--- src/rtl/ext_stream_unit_if.sv ---
// rtl/ext_stream_unit_if.sv - input/output stream bundle for ext_stream_unit
interface ext_stream_unit_if #(
    parameter int IN_W  = 16,
    parameter int OUT_W = 32,
    parameter int TAG_W = 5
);
    logic             in_valid;
    logic             in_ready;
    logic [IN_W-1:0]  in_data;
    logic [2:0]       in_mode;
    logic [TAG_W-1:0] in_tag;
    logic             out_valid;
    logic             out_ready;
    logic [OUT_W-1:0] out_data;
    logic [TAG_W-1:0] out_tag;
    logic             out_illegal;
    logic             err_sticky;

    modport slave (
        input  in_valid, in_data, in_mode, in_tag, out_ready,
        output in_ready, out_valid, out_data, out_tag, out_illegal, err_sticky
    );

    modport master (
        output in_valid, in_data, in_mode, in_tag, out_ready,
        input  in_ready, out_valid, out_data, out_tag, out_illegal, err_sticky
    );
endinterface

--- src/rtl/ext_stream_unit.sv ---
// rtl/ext_stream_unit.sv - pipelined immediate extender with 2-entry skid buffer
module ext_stream_unit #(
    parameter int IN_W  = 16,
    parameter int OUT_W = 32,
    parameter int TAG_W = 5
) (
    input  logic             clk,
    input  logic             reset_n,
    ext_stream_unit_if.slave s
);
    localparam int XW = OUT_W + 2;
    localparam int HW = IN_W / 2;

    logic [IN_W-1:0]  d;
    logic [OUT_W-1:0] ext_data;
    logic             ext_ill;

    assign d = s.in_data;

    // Arithmetic is done OUT_W+2 wide so the branch shift cannot lose sign before truncation.
    always_comb begin
        ext_data = '0;
        ext_ill  = 1'b0;
        case (s.in_mode)
            3'b000:  ext_data = OUT_W'(XW'(d));
            3'b001:  ext_data = OUT_W'(XW'($signed(d)));
            3'b010:  ext_data = OUT_W'(XW'(d) << (OUT_W - IN_W));
            3'b011:  ext_data = OUT_W'(XW'($signed(d)) << 2);
            3'b100:  ext_data = OUT_W'(XW'($signed(d[7:0])));
            3'b101:  ext_data = OUT_W'(XW'(d[7:0]));
            3'b110:  ext_data = OUT_W'(XW'($signed(d[HW-1:0])));
            default: ext_ill  = 1'b1;
        endcase
    end

    logic             out_valid_q, out_valid_d;
    logic [OUT_W-1:0] out_data_q, out_data_d;
    logic [TAG_W-1:0] out_tag_q, out_tag_d;
    logic             out_ill_q, out_ill_d;
    logic             skid_valid_q, skid_valid_d;
    logic [OUT_W-1:0] skid_data_q, skid_data_d;
    logic [TAG_W-1:0] skid_tag_q, skid_tag_d;
    logic             skid_ill_q, skid_ill_d;
    logic             err_q, err_d;

    logic in_fire;
    logic out_free;

    // in_ready comes straight from a flop, so upstream never sees out_ready combinationally.
    assign in_fire  = s.in_valid && !skid_valid_q;
    assign out_free = !out_valid_q || s.out_ready;

    always_comb begin
        out_valid_d  = out_valid_q;
        out_data_d   = out_data_q;
        out_tag_d    = out_tag_q;
        out_ill_d    = out_ill_q;
        skid_valid_d = skid_valid_q;
        skid_data_d  = skid_data_q;
        skid_tag_d   = skid_tag_q;
        skid_ill_d   = skid_ill_q;
        err_d        = err_q || (in_fire && ext_ill);

        if (out_free) begin
            if (skid_valid_q) begin
                out_valid_d  = 1'b1;
                out_data_d   = skid_data_q;
                out_tag_d    = skid_tag_q;
                out_ill_d    = skid_ill_q;
                skid_valid_d = 1'b0;
            end else if (in_fire) begin
                out_valid_d = 1'b1;
                out_data_d  = ext_data;
                out_tag_d   = s.in_tag;
                out_ill_d   = ext_ill;
            end else begin
                out_valid_d = 1'b0;
            end
        end else if (in_fire) begin
            skid_valid_d = 1'b1;
            skid_data_d  = ext_data;
            skid_tag_d   = s.in_tag;
            skid_ill_d   = ext_ill;
        end
    end

    always_ff @(posedge clk or negedge reset_n) begin
        if (!reset_n) begin
            out_valid_q  <= 1'b0;
            out_data_q   <= '0;
            out_tag_q    <= '0;
            out_ill_q    <= 1'b0;
            skid_valid_q <= 1'b0;
            skid_data_q  <= '0;
            skid_tag_q   <= '0;
            skid_ill_q   <= 1'b0;
            err_q        <= 1'b0;
        end else begin
            out_valid_q  <= out_valid_d;
            out_data_q   <= out_data_d;
            out_tag_q    <= out_tag_d;
            out_ill_q    <= out_ill_d;
            skid_valid_q <= skid_valid_d;
            skid_data_q  <= skid_data_d;
            skid_tag_q   <= skid_tag_d;
            skid_ill_q   <= skid_ill_d;
            err_q        <= err_d;
        end
    end

    assign s.in_ready    = !skid_valid_q;
    assign s.out_valid   = out_valid_q;
    assign s.out_data    = out_data_q;
    assign s.out_tag     = out_tag_q;
    assign s.out_illegal = out_ill_q;
    assign s.err_sticky  = err_q;
endmodule

--- src/flat_wrapper.sv ---
// flat-port wrapper written by rule: the top's interface ports become plain ports
module ext_stream_unit_flat 
#(
    parameter int IN_W  = 16,
    parameter int OUT_W = 32,
    parameter int TAG_W = 5
)
  (clk, reset_n, s_in_valid, s_in_data, s_in_mode, s_in_tag, s_out_ready, s_in_ready, s_out_valid, s_out_data, s_out_tag, s_out_illegal, s_err_sticky);
  ext_stream_unit_if #(.IN_W(IN_W), .OUT_W(OUT_W), .TAG_W(TAG_W)) s_i ();
  input  logic clk;
  input  logic reset_n;
  input wire logic [$bits(s_i.in_valid)-1:0] s_in_valid;
  input wire logic [$bits(s_i.in_data)-1:0] s_in_data;
  input wire logic [$bits(s_i.in_mode)-1:0] s_in_mode;
  input wire logic [$bits(s_i.in_tag)-1:0] s_in_tag;
  input wire logic [$bits(s_i.out_ready)-1:0] s_out_ready;
  output wire logic [$bits(s_i.in_ready)-1:0] s_in_ready;
  output wire logic [$bits(s_i.out_valid)-1:0] s_out_valid;
  output wire logic [$bits(s_i.out_data)-1:0] s_out_data;
  output wire logic [$bits(s_i.out_tag)-1:0] s_out_tag;
  output wire logic [$bits(s_i.out_illegal)-1:0] s_out_illegal;
  output wire logic [$bits(s_i.err_sticky)-1:0] s_err_sticky;
  assign s_i.in_valid = s_in_valid;
  assign s_i.in_data = s_in_data;
  assign s_i.in_mode = s_in_mode;
  assign s_i.in_tag = s_in_tag;
  assign s_i.out_ready = s_out_ready;
  assign s_in_ready = s_i.in_ready;
  assign s_out_valid = s_i.out_valid;
  assign s_out_data = s_i.out_data;
  assign s_out_tag = s_i.out_tag;
  assign s_out_illegal = s_i.out_illegal;
  assign s_err_sticky = s_i.err_sticky;
  ext_stream_unit #(.IN_W(IN_W), .OUT_W(OUT_W), .TAG_W(TAG_W)) u_core (.clk(clk), .reset_n(reset_n), .s(s_i));
endmodule
--- config.mk ---
export PLATFORM = sky130hd
export DESIGN_NAME = ext_stream_unit_flat
export DESIGN_NICKNAME = d
export VERILOG_FILES = /design/src/rtl/ext_stream_unit_if.sv /design/src/rtl/ext_stream_unit.sv /design/src/flat_wrapper.sv
export SDC_FILE = /design/constraint.sdc
export NUM_CORES = 1
export LEC_CHECK = 0
export BUFFER_PORTS_ARGS = -buffer_cell sky130_fd_sc_hd__buf_2
export CAP_MARGIN = 0
export CORE_ASPECT_RATIO = 0.9
export CORE_MARGIN = 2
export CORE_UTILIZATION = 45
export CTS_BUF_LIST = sky130_fd_sc_hd__clkbuf_4
export CTS_CLUSTER_SIZE = 12
export DETAILED_ROUTE_END_ITERATION = 10
export PLACE_DENSITY = 0.67
export REMOVE_ABC_BUFFERS = 1
export SYNTH_ARGS = -nofsm -noshare
export SYNTH_HDL_FRONTEND = slang
export SYNTH_SLANG_ARGS = --single-unit
--- constraint.sdc ---
create_clock -name clk -period 4.55 [get_ports clk]
set_clock_uncertainty 0.2 [all_clocks]
set_input_delay 0.91 -clock clk [delete_from_list [all_inputs] [get_ports clk]]
set_output_delay 0.91 -clock clk [all_outputs]
set_load 0.03 [all_outputs]
==> results list <==
- Status: finished clean
- Synthesized area: 3700 um2
- Synthesis handed over a netlist of 396 instances.
* Kind of critical path: reg2out
- Startpoint type of the worst setup path: register
- At the end of routability-driven placement, the weighted congestion stood at 0.793.
- Die boundary width: 99.5 um
* Maximum clock frequency: 0.300 GHz
- In this run the number of H-tree levels came out at 3.
* CTS tree: yes
* Biggest area consumer among synthesized cells: sky130_fd_sc_hd__dfrtp_1
- The number of buffers and inverters on the critical path is 2.
* Total vias in the final route: 3,125
- Along the worst path, the maximum fanout reaches 22.
- Number of fill cells in the layout: 753
* Drt pass-1 iters: 4
- Clock tree synthesis found a total of 79 sinks.
- The path class of the tightest hold or removal check is reg2reg.
- After synthesis, the mean cell area works out to 9.33 um2.
- The signal on the critical path passes through inv_1, buf_2.
- For the pin with the worst max-slew slack, the measured transition is 1.07 ns.
- Number of flops mapped to enable cells by yosys: 0
* Startpoint of the tightest hold check path: u_core.skid_data_q[23]
- CP Depth: 2
- Final setup violation count: 0
- Reg2reg end: u_core.s.out_data[28]
- Routed wire per std cell: 16.8 um
* Slowest Stage Delay on Critical Path: 0.94 ns
- Layout Cell Area excl Fill: 4160 um2
* Area inside the core boundary: 8030 um2
- Placed wire-length estimate after detailed placement: 5740 um
- Synth top area share: 0.535
- Dividing the final minimum period by the clock period gives 0.733.
- Clock transition at the registers of the reported paths: 0.12 ns
* Count of pins on the block boundary: 69
* Layout overhead on the synthesized area: 12.6%
* Launch instance of the worst register-to-register path: u_core.skid_valid_q
- The smallest clock period supported by the final layout is computed as 3.34 ns.
- Leakage: 1.88 nW
- Overall global routing resource usage: 0.215
- First-iteration detailed-routing DRC count: 205
- Register bit count reported by yosys: 79
- Gates resized during post-CTS repair numbered 0.
* Part of the Yosys area used for sequential elements: 0.535
- Insertion delay of the later-clocked pin in the worst-skew pair: 0.43 ns
* Post-CTS repair timing setup buffer count: 0
- The tool flagged a number of max-cap violations equal to 0.
* Global-route wire length before repair: 15,300 um
- sky130_fd_sc_hd__dfrtp_1 is the most common cell in the netlist.
- Counting cells, the worst reg-to-reg path comes to 4.
- Dividing the detail-routed via count by the number of cells gives 5.72.
- Setup TNS: 0 ns
* Crit-path leading delay family: flip-flops
- The clock passes through at most 2 buffers.
- Die Y: 90.0 um
- Main flop type after synthesis: sky130_fd_sc_hd__dfrtp_1
* TritonCTS buffer count: 9
* Async set-reset flop share out of synthesis: 1.00
- Inserted Diodes: 0
- Critical path capture point type: output pin
* Dpl cell area: 4010 um2
- Layout Nets: 470
- During placement, the flow inserted port buffers numbering 68.
- The max-slew violation count is 0.
* Required arrival time at the worst endpoint: 3.44 ns
* Clock Root Buffer: sky130_fd_sc_hd__clkbuf_4
* Starting utilization of the core area: 0.460
* Cts-stage hold buffer count: 0
* Worst hold stages: 2
* Number of antenna violations at the first check in global routing: 0
- Cell variety after synth: 39
* VDD IR max: 0.206 mV
* Vias in the first global route: 3,041
* Relative slew slack: 0.283
* Pin count of the biggest net entering global routing: 80
* Most frequent cells after synthesis: 79 x sky130_fd_sc_hd__dfrtp_1, 71 x sky130_fd_sc_hd__nand2_1, 40 x sky130_fd_sc_hd__o21ai_0
- Antenna Violating Nets Remaining: 0
* Slowest cell on crit path: sky130_fd_sc_hd__dfrtp_1
- For this run, the number of Yosys warnings is 0.
- P per Cell Area: 457 nW/um2
* Share of post-route cells with drive strength above 1: 0.206
- Critical Path AT: 2.23 ns
* Register-to-register setup slack: 1.61 ns
- DIE AREA: 8960 um2
* Fin. Hold Viols: 0
* Detailed-route DRC error count: 0
- Setup repair after global routing left no endpoint under its margin.
- Remaining global-route overflow: 0
- Top cells by area in the synthesized netlist: sky130_fd_sc_hd__dfrtp_1 53%, sky130_fd_sc_hd__nand2_1 7.2%, sky130_fd_sc_hd__o21ai_0 5.4%
- Floorplan row count: 31
- Wires add up to 9180 um.
- Destination of the worst hold path: u_core.skid_data_q[23]
[placed cells by master (no fill, tap or decap), drive strengths merged]
cell,instances
and3,2
nor3,1
nand2b,9
a31oi,13
mux2i,7
nand3,12
nand2,71
dfrtp,79
a22oi,6
o21a,1
inv,3
and2,1
buf,71
o211ai,6
o311ai,1
o2bb2ai,6
o22ai,6
o21bai,1
nand4bb,1
bufinv,2
clkinv,3
o22a,6
a211oi,2
nor2,28
or2,1
clkbuf,11
a21oi,22
a311oi,13
o21ai,58
nand3b,1
nor3b,3
[worst min-delay path: stages, from the launching register on]
cell and delay [ns]:
sky130_fd_sc_hd__dfrtp_1 0.36, sky130_fd_sc_hd__nand2_1 0.05, sky130_fd_sc_hd__nand2_1 0.05
[final cells by class]
class / instances / area [um2] / share of cell area
multi-input combinational: 278 / 1530 / 0.367
timing repair buffer: 71 / 365 / 0.0878
tap: 99 / 124 / 0.0298
sequential: 79 / 1980 / 0.475
clock inverter: 5 / 72.6 / 0.0174
inverter: 3 / 11.3 / 0.00271
clock buffer: 11 / 82.6 / 0.0198
[kinds of logic after synthesis]
group,after synthesis,synth area share
flops,79,0.535
simple gates,130,0.156
buf+inv,39,0.0545
compound gates,141,0.236
mux,7,0.0190
[worst max path at each step]
stage	slack, ns	to	startpoint
floorplan	1.38	u_core.s.out_illegal	s_in_valid
global placement	1.73	s_in_ready	u_core.skid_valid_q
detailed placement	1.69	s_in_ready	u_core.skid_valid_q
CTS	1.20	s_in_ready	u_core.skid_valid_q
global route	1.04	s_in_ready	u_core.skid_valid_q
finish	1.21	s_in_ready	u_core.skid_valid_q
[registers in the layout, summed over array words and instances (netlist names)]
name / flops
u_core.s.out_data: 32
u_core.skid_data_q: 32
u_core.skid_ill_q: 1
u_core.skid_tag_q: 5
u_core.s.err_sticky: 1
u_core.s.out_valid: 1
u_core.skid_valid_q: 1
u_core.s.out_illegal: 1
u_core.s.out_tag: 5
[layer usage]
layer	global-route usage	routed length [um]
met5	0	0
met4	0.0559	89
met3	0.0575	588
met2	0.325	4200
met1	0.309	4300
[through the flow]
stage	worst slack, ns	utilization	power [mW]	cells	hold slack [ns]
2_1_floorplan	1.38	-	1.26	360	0.240
3_5_place_dp	1.69	0.499	1.45	530	0.258
4_1_cts	1.20	0.518	1.92	546	0.287
6_report	1.21	0.518	1.90	546	0.286
5_1_grt	1.04	0.518	2.01	546	0.310
3_3_place_gp	1.73	0.499	1.43	530	0.253
[power breakdown]
| part | internal, mW | switching, mW |
|---|---|---|
| Clock | 0.231 | 0.239 |
| Sequential | 0.844 | 0.0801 |
| Combinational | 0.160 | 0.348 |
Power figures use the tool's default switching activity.
